<file path="src/rtl/wb_bus_watchdog.sv">
// -----------------------------------------------------------------------------
// wb_bus_watchdog
//
// Purpose:
//   Sits between the Caravel Wishbone master and the user-area interconnect.
//   Transactions pass through combinationally. If the addressed slave does not
//   ack within TIMEOUT_CYCLES strobe cycles, the watchdog terminates the cycle
//   itself with an ack carrying ERR_DATA, so a dead or unmapped slot cannot
//   hang the management core. The failing address/we are recorded, a
//   saturating timeout count is kept and a sticky interrupt is raised.
//
// Optional feature (macro WB_WDOG_LATE_ACK_CNT_EN):
//   When defined, adds late_ack_cnt_o, a saturating count of slave acks that
//   arrive after the watchdog has already terminated the cycle. When
//   undefined, such late acks are silently discarded.
//
// Ports:
//   wb_clk_i        in   Wishbone clock
//   wb_rst_ni       in   asynchronous active-low reset
//   wbs_stb_i       in   master strobe
//   wbs_cyc_i       in   master cycle
//   wbs_we_i        in   master write enable (captured on timeout only)
//   wbs_adr_i       in   master address [31:0]
//   wbs_ack_o       out  ack to master
//   wbs_dat_o       out  read data to master [31:0]
//   slv_stb_o       out  strobe to interconnect
//   slv_ack_i       in   ack from interconnect
//   slv_dat_i       in   read data from interconnect [31:0]
//   clr_i           in   synchronous clear of irq and counts
//   late_ack_cnt_o  out  late-ack count [7:0] (only with the macro defined)
//   timeout_irq_o   out  sticky timeout flag
//   timeout_cnt_o   out  saturating timeout count [7:0]
//   last_err_adr_o  out  address of most recent timed-out access [31:0]
//   last_err_we_o   out  we of most recent timed-out access
// -----------------------------------------------------------------------------
module wb_bus_watchdog #(
    parameter int unsigned TIMEOUT_CYCLES = 255,
    parameter int unsigned CNT_W          = 16,
    parameter logic [31:0] ERR_DATA       = 32'hDEAD_BEEF
) (
    input  logic        wb_clk_i,
    input  logic        wb_rst_ni,
    input  logic        wbs_stb_i,
    input  logic        wbs_cyc_i,
    input  logic        wbs_we_i,
    input  logic [31:0] wbs_adr_i,
    output logic        wbs_ack_o,
    output logic [31:0] wbs_dat_o,
    output logic        slv_stb_o,
    input  logic        slv_ack_i,
    input  logic [31:0] slv_dat_i,
    input  logic        clr_i,
`ifdef WB_WDOG_LATE_ACK_CNT_EN
    output logic [7:0]  late_ack_cnt_o,
`endif
    output logic        timeout_irq_o,
    output logic [7:0]  timeout_cnt_o,
    output logic [31:0] last_err_adr_o,
    output logic        last_err_we_o
);

    typedef enum logic [1:0] {
        ST_IDLE,
        ST_WAIT,
        ST_ERR_ACK,
        ST_DRAIN
    } state_t;

    localparam logic [CNT_W:0] TIMEOUT_LIM = (CNT_W + 1)'(TIMEOUT_CYCLES);

    state_t           state, state_nxt;
    logic [CNT_W-1:0] wait_cnt, wait_cnt_nxt;
    logic [CNT_W:0]   wait_cnt_inc;
    logic             req;
    logic             err_exit;

    function automatic logic [7:0] sat_inc8(input logic [7:0] v);
        return (v == 8'hFF) ? v : v + 8'd1;
    endfunction

    assign req          = wbs_stb_i & wbs_cyc_i;
    assign wait_cnt_inc = {1'b0, wait_cnt} + {{CNT_W{1'b0}}, 1'b1};

    always_ff @(posedge wb_clk_i or negedge wb_rst_ni) begin
        if (!wb_rst_ni) begin
            state    <= ST_IDLE;
            wait_cnt <= '0;
        end else begin
            state    <= state_nxt;
            wait_cnt <= wait_cnt_nxt;
        end
    end

    // wait_cnt holds the number of completed unacked cycles of the current
    // transaction, so the first strobe cycle (spent in IDLE) counts as 1 on
    // entry to WAIT. Reaching TIMEOUT_CYCLES at the end of a cycle means the
    // error ack lands on strobe cycle TIMEOUT_CYCLES+1, while a slave ack in
    // that same last cycle still wins.
    always_comb begin
        state_nxt    = state;
        wait_cnt_nxt = wait_cnt;
        slv_stb_o    = 1'b0;
        wbs_ack_o    = 1'b0;
        wbs_dat_o    = '0;
        err_exit     = 1'b0;
        // Pass-through paths are gated so all outputs read 0 while in reset.
        if (wb_rst_ni) begin
            case (state)
                ST_IDLE: begin
                    slv_stb_o = req;
                    wbs_ack_o = slv_ack_i;
                    wbs_dat_o = slv_dat_i;
                    if (req && !slv_ack_i) begin
                        state_nxt    = ST_WAIT;
                        wait_cnt_nxt = {{(CNT_W-1){1'b0}}, 1'b1};
                    end
                end
                ST_WAIT: begin
                    slv_stb_o = req;
                    wbs_ack_o = slv_ack_i;
                    wbs_dat_o = slv_dat_i;
                    if (slv_ack_i || !wbs_cyc_i) begin
                        state_nxt    = ST_IDLE;
                        wait_cnt_nxt = '0;
                    end else if (wait_cnt_inc >= TIMEOUT_LIM) begin
                        state_nxt    = ST_ERR_ACK;
                        wait_cnt_nxt = '0;
                    end else begin
                        wait_cnt_nxt = wait_cnt_inc[CNT_W-1:0];
                    end
                end
                ST_ERR_ACK: begin
                    wbs_ack_o = 1'b1;
                    wbs_dat_o = ERR_DATA;
                    err_exit  = 1'b1;
                    state_nxt = ST_DRAIN;
                end
                ST_DRAIN: begin
                    // Hold off the slave until the master releases the bus;
                    // any late slave ack is swallowed here.
                    if (!req) begin
                        state_nxt = ST_IDLE;
                    end
                end
                default: begin
                    state_nxt    = ST_IDLE;
                    wait_cnt_nxt = '0;
                end
            endcase
        end
    end

    // A timeout in the same cycle as clr_i takes priority over the clear.
    always_ff @(posedge wb_clk_i or negedge wb_rst_ni) begin
        if (!wb_rst_ni) begin
            timeout_irq_o  <= 1'b0;
            timeout_cnt_o  <= '0;
            last_err_adr_o <= '0;
            last_err_we_o  <= 1'b0;
        end else if (err_exit) begin
            timeout_irq_o  <= 1'b1;
            timeout_cnt_o  <= clr_i ? 8'd1 : sat_inc8(timeout_cnt_o);
            last_err_adr_o <= wbs_adr_i;
            last_err_we_o  <= wbs_we_i;
        end else if (clr_i) begin
            timeout_irq_o  <= 1'b0;
            timeout_cnt_o  <= '0;
        end
    end

`ifdef WB_WDOG_LATE_ACK_CNT_EN
    logic late_ack_hit;

    assign late_ack_hit = (state == ST_DRAIN) && slv_ack_i;

    always_ff @(posedge wb_clk_i or negedge wb_rst_ni) begin
        if (!wb_rst_ni) begin
            late_ack_cnt_o <= '0;
        end else if (late_ack_hit) begin
            late_ack_cnt_o <= clr_i ? 8'd1 : sat_inc8(late_ack_cnt_o);
        end else if (clr_i) begin
            late_ack_cnt_o <= '0;
        end
    end
`endif

endmodule

</file>
<file path="config.mk">
export PLATFORM = sky130hd
export DESIGN_NAME = wb_bus_watchdog
export DESIGN_NICKNAME = d
export VERILOG_FILES = /design/src/rtl/wb_bus_watchdog.sv
export SDC_FILE = /design/constraint.sdc
export NUM_CORES = 1
export LEC_CHECK = 0
export CORE_ASPECT_RATIO = 1.4
export CORE_MARGIN = 3
export CORE_UTILIZATION = 25
export CTS_CLUSTER_DIAMETER = 120
export DETAILED_ROUTE_END_ITERATION = 16
export PLACE_DENSITY = 0.52
export SLEW_MARGIN = 30
export SYNTH_ARGS = -nofsm -noshare
export SYNTH_HDL_FRONTEND = slang
export SYNTH_SLANG_ARGS = --single-unit
</file>
<file path="constraint.sdc">
create_clock -name wb_clk_i -period 2.7 [get_ports wb_clk_i]
set_clock_uncertainty 0.05 [all_clocks]
set_input_delay 0.405 -clock wb_clk_i [delete_from_list [all_inputs] [get_ports wb_clk_i]]
set_output_delay 0.405 -clock wb_clk_i [all_outputs]
set_load 0.01 [all_outputs]
</file>
==> results.toml <==
[placement]
post-place-cells = 587
place_area_sq_um = 4700
place_congestion = 0.711
dp_hpwl_um = 6470
port-buffer-count = 146

[worst_hold_path]
min_path_type = "in -> async"

[finish]
antennaDiodeCount = 0
instances_no_fill = 603
final_util_pct = 41.6
nets = 526
final_common_cell = "clkdlybuf4s50_1"
layout_common_cells = "clkdlybuf4s50_1, nand2_1, dfrtp_1"
final_area_sq_um = 4990
areaGrowthSynthToFinish_pct = 60.8
drive_above_1_share_pct = 14.9

[global_route]
globalRouteOverflowTotal = 0
first_global_vias = 2695
grt_pass1_wl_um = 13300
antenna_found_initial = 0
grt_usage_pct = 12.0
grt_max_degree = 60

[detailed_routing]
drc_errors = 0
vias_per_cell = 4.53
wl_per_cell_um = 14.3
vias = 2730
drtIter0Drc = 61
detail-route-antenna-nets = 0
drtPass1Iterations = 4
routed_wirelength_um = 8640

[clock_network]
clk_pin_slew_worst_paths_ns = 0.05
numCtsBuffers = 9
clock-sinks = 60
cts_root_buffer = "clkbuf_16"
cts_max_level = 3
cts_tree = "done"
clk_path_buf_depth = 2
insertion_delay_ns = 0.32

[die]
dieArea_sq_um = 13800
std_cell_rows = 47
ios = 147
die_w_um = 100
dieHeight_um = 138
coreArea_sq_um = 12000
initial_utilization_pct = 25.9

[synthesis]
synthCells = 305
syn_nets = 379
ys_types = 47
yosys-top-cells-area = "dfrtp_1, mux2_2, nand2_1"
syn_area_per_cell_sq_um = 10.2
yosysSeqAreaShare_pct = 48.4
synth_top_area_cell = "dfrtp_1"
synth-seq-cells = 60
yosysTopAreaCellShare_pct = 48.4
synthesis.area_sq_um = 3100
yosysWarnings = 0

[power_and_ir_drop]
switching_share_pct = 21.8
combinationalPowerShare_pct = 12.1
max-vdd-ir-drop_mv = 0.273
pwr-share-clk_pct = 46.7
p_seq_share_pct = 41.1
power.switching_uw = 482
power.internal_mw = 1.73
cellPowerDensity_nw_per_um2 = 444
power.total_mw = 2.21
power_leakage_nw = 2.31

[timing]
timing.setup.tns_ns = 0
hold_violations = 0
tightest_slew_ns = 0.765
max_slew_margin_pct = 49.0
setup_viol = 0
finalMaxSlewViolations = 0
fmax_ghz = 0.394
finalCritPeriodShare_pct = 93.9
fin_crit_ns = 2.54
rsz0062_at_grt = "false"

[critical_path]
crit_required_ns = 2.25
crit_type = "reg -> out"
worst-r2r-setup-slack_ns = 0.20
reg2regPathDepth = 8
worstPathMaxFanout = 30
start_kind = "flop"
crit_arrival_ns = 2.08
r2r_end = "wait_cnt[7]"
r2r-start = "wait_cnt[1]"
endpoint_kind = "output port"

[run_status]
status = "completed"

[flow_run]
drv_cap = 0
==> power groups by stage <==
| stage | clock [mW] | combinational [mW] | sequential (mW) |
|---|---|---|---|
| after floorplan | 0 | 0.0699 | 0.929 |
| after global placement | 0 | 0.270 | 0.925 |
| after detailed placement | 0 | 0.269 | 0.926 |
| after CTS | 1.07 | 0.273 | 0.910 |
| after global routing | 1.11 | 0.292 | 0.911 |
| final | 1.03 | 0.269 | 0.911 |
==> metal layers <==
layer	track usage, %	part of all wire [%]	up-vias
met2	19.8	50	89
li1	-	-	1349
met1	15.3	42	1280
met3	2.58	6.1	12
met4	4.79	1.8	0
met5	0	0	-
==> cells in the mapped netlist (all sizes together) <==
cell type  number
mux2           33
nand2          70
and3            6
a311oi          1
and2           16
nor2b           5
nand2b          1
o21ai           4
ha              3
clkbuf          7
o211ai          2
nor4            1
buf            12
a31oi           2
xor2            7
mux2i           3
a21o            5
or3b            1
inv             4
nor4b           3
o31ai           2
nor3b           1
or2b            1
dfrtp          60
a211oi          4
a221o           1
or2             1
a21oi           7
and4            4
nand4           6
o22ai           1
nand3           8
a311o           2
nor2           11
or3             6
o41ai           2
nor3            2
==> flip-flops by register name, indices dropped and copies added, names as in the netlist, named ones only <==
register	cells
last_err_we_o	1
timeout_cnt_o	8
state	1
wait_cnt	16
last_err_adr_o	32
timeout_irq_o	1
==> critical path, cell delays in order (launching register included) <==
cell and delay (ns):
dfrtp_1 0.48, nor2b_2 0.35, buf_12 0.22, nand2_1 0.07
nand2_1 0.06, clkdlybuf4s50_1 0.57
==> cell families (layout without fill, tap and decap cells) <==
family	after synthesis	count (layout)	synth area share [%]
fa+ha+maj	3	3	1.21
compound gates	33	33	7.38
flops	60	60	48.4
mux	36	36	12.9
xor+xnor	7	7	1.98
buf+inv	23	174	4.32
simple gates	143	143	23.8
==> area by class of cell <==
class / count / area (sq um)
Inverter: 4 / 15.0
Sequential cell: 60 / 1500
Clock inverter: 2 / 10.0
Clock buffer: 13 / 260
Fill cell: 1190 / 7010
Timing Repair Buffer: 155 / 1540
Tap cell: 147 / 184
Multi-Input combinational cell: 222 / 1480
==> timing repair <==
item,CTS,global route
hold endpoints to repair,2,0
buffers inserted,0,0
endpoints found under the setup margin,0,25
hold buffers,1,0
resized for setup,0,1
==> worst max-delay path by stage <==
stage                start  slack [ns]            end  depth (start not counted)
2_1_floorplan  wait_cnt[0]        0.42    wait_cnt[7]                          8
3_3_place_gp   wait_cnt[1]        0.17    wait_cnt[7]                          8
3_5_place_dp     wb_rst_ni        0.22  wbs_dat_o[28]                          5
4_1_cts           state[0]        0.05  wbs_dat_o[28]                          4
5_1_grt        wait_cnt[1]        0.03    wait_cnt[7]                          8
6_report              flop        0.16  wbs_dat_o[28]                          5
==> through the flow <==
stage / setup slack, ns / hold WS [ns]
finish: 0.165 / 0.281
global route: 0.0251 / 0.384
CTS: 0.0458 / 0.343
detailed placement: 0.217 / 0.189
global placement: 0.172 / 0.185
floorplan: 0.416 / 0.0594
(Power assumes the default switching activity.)
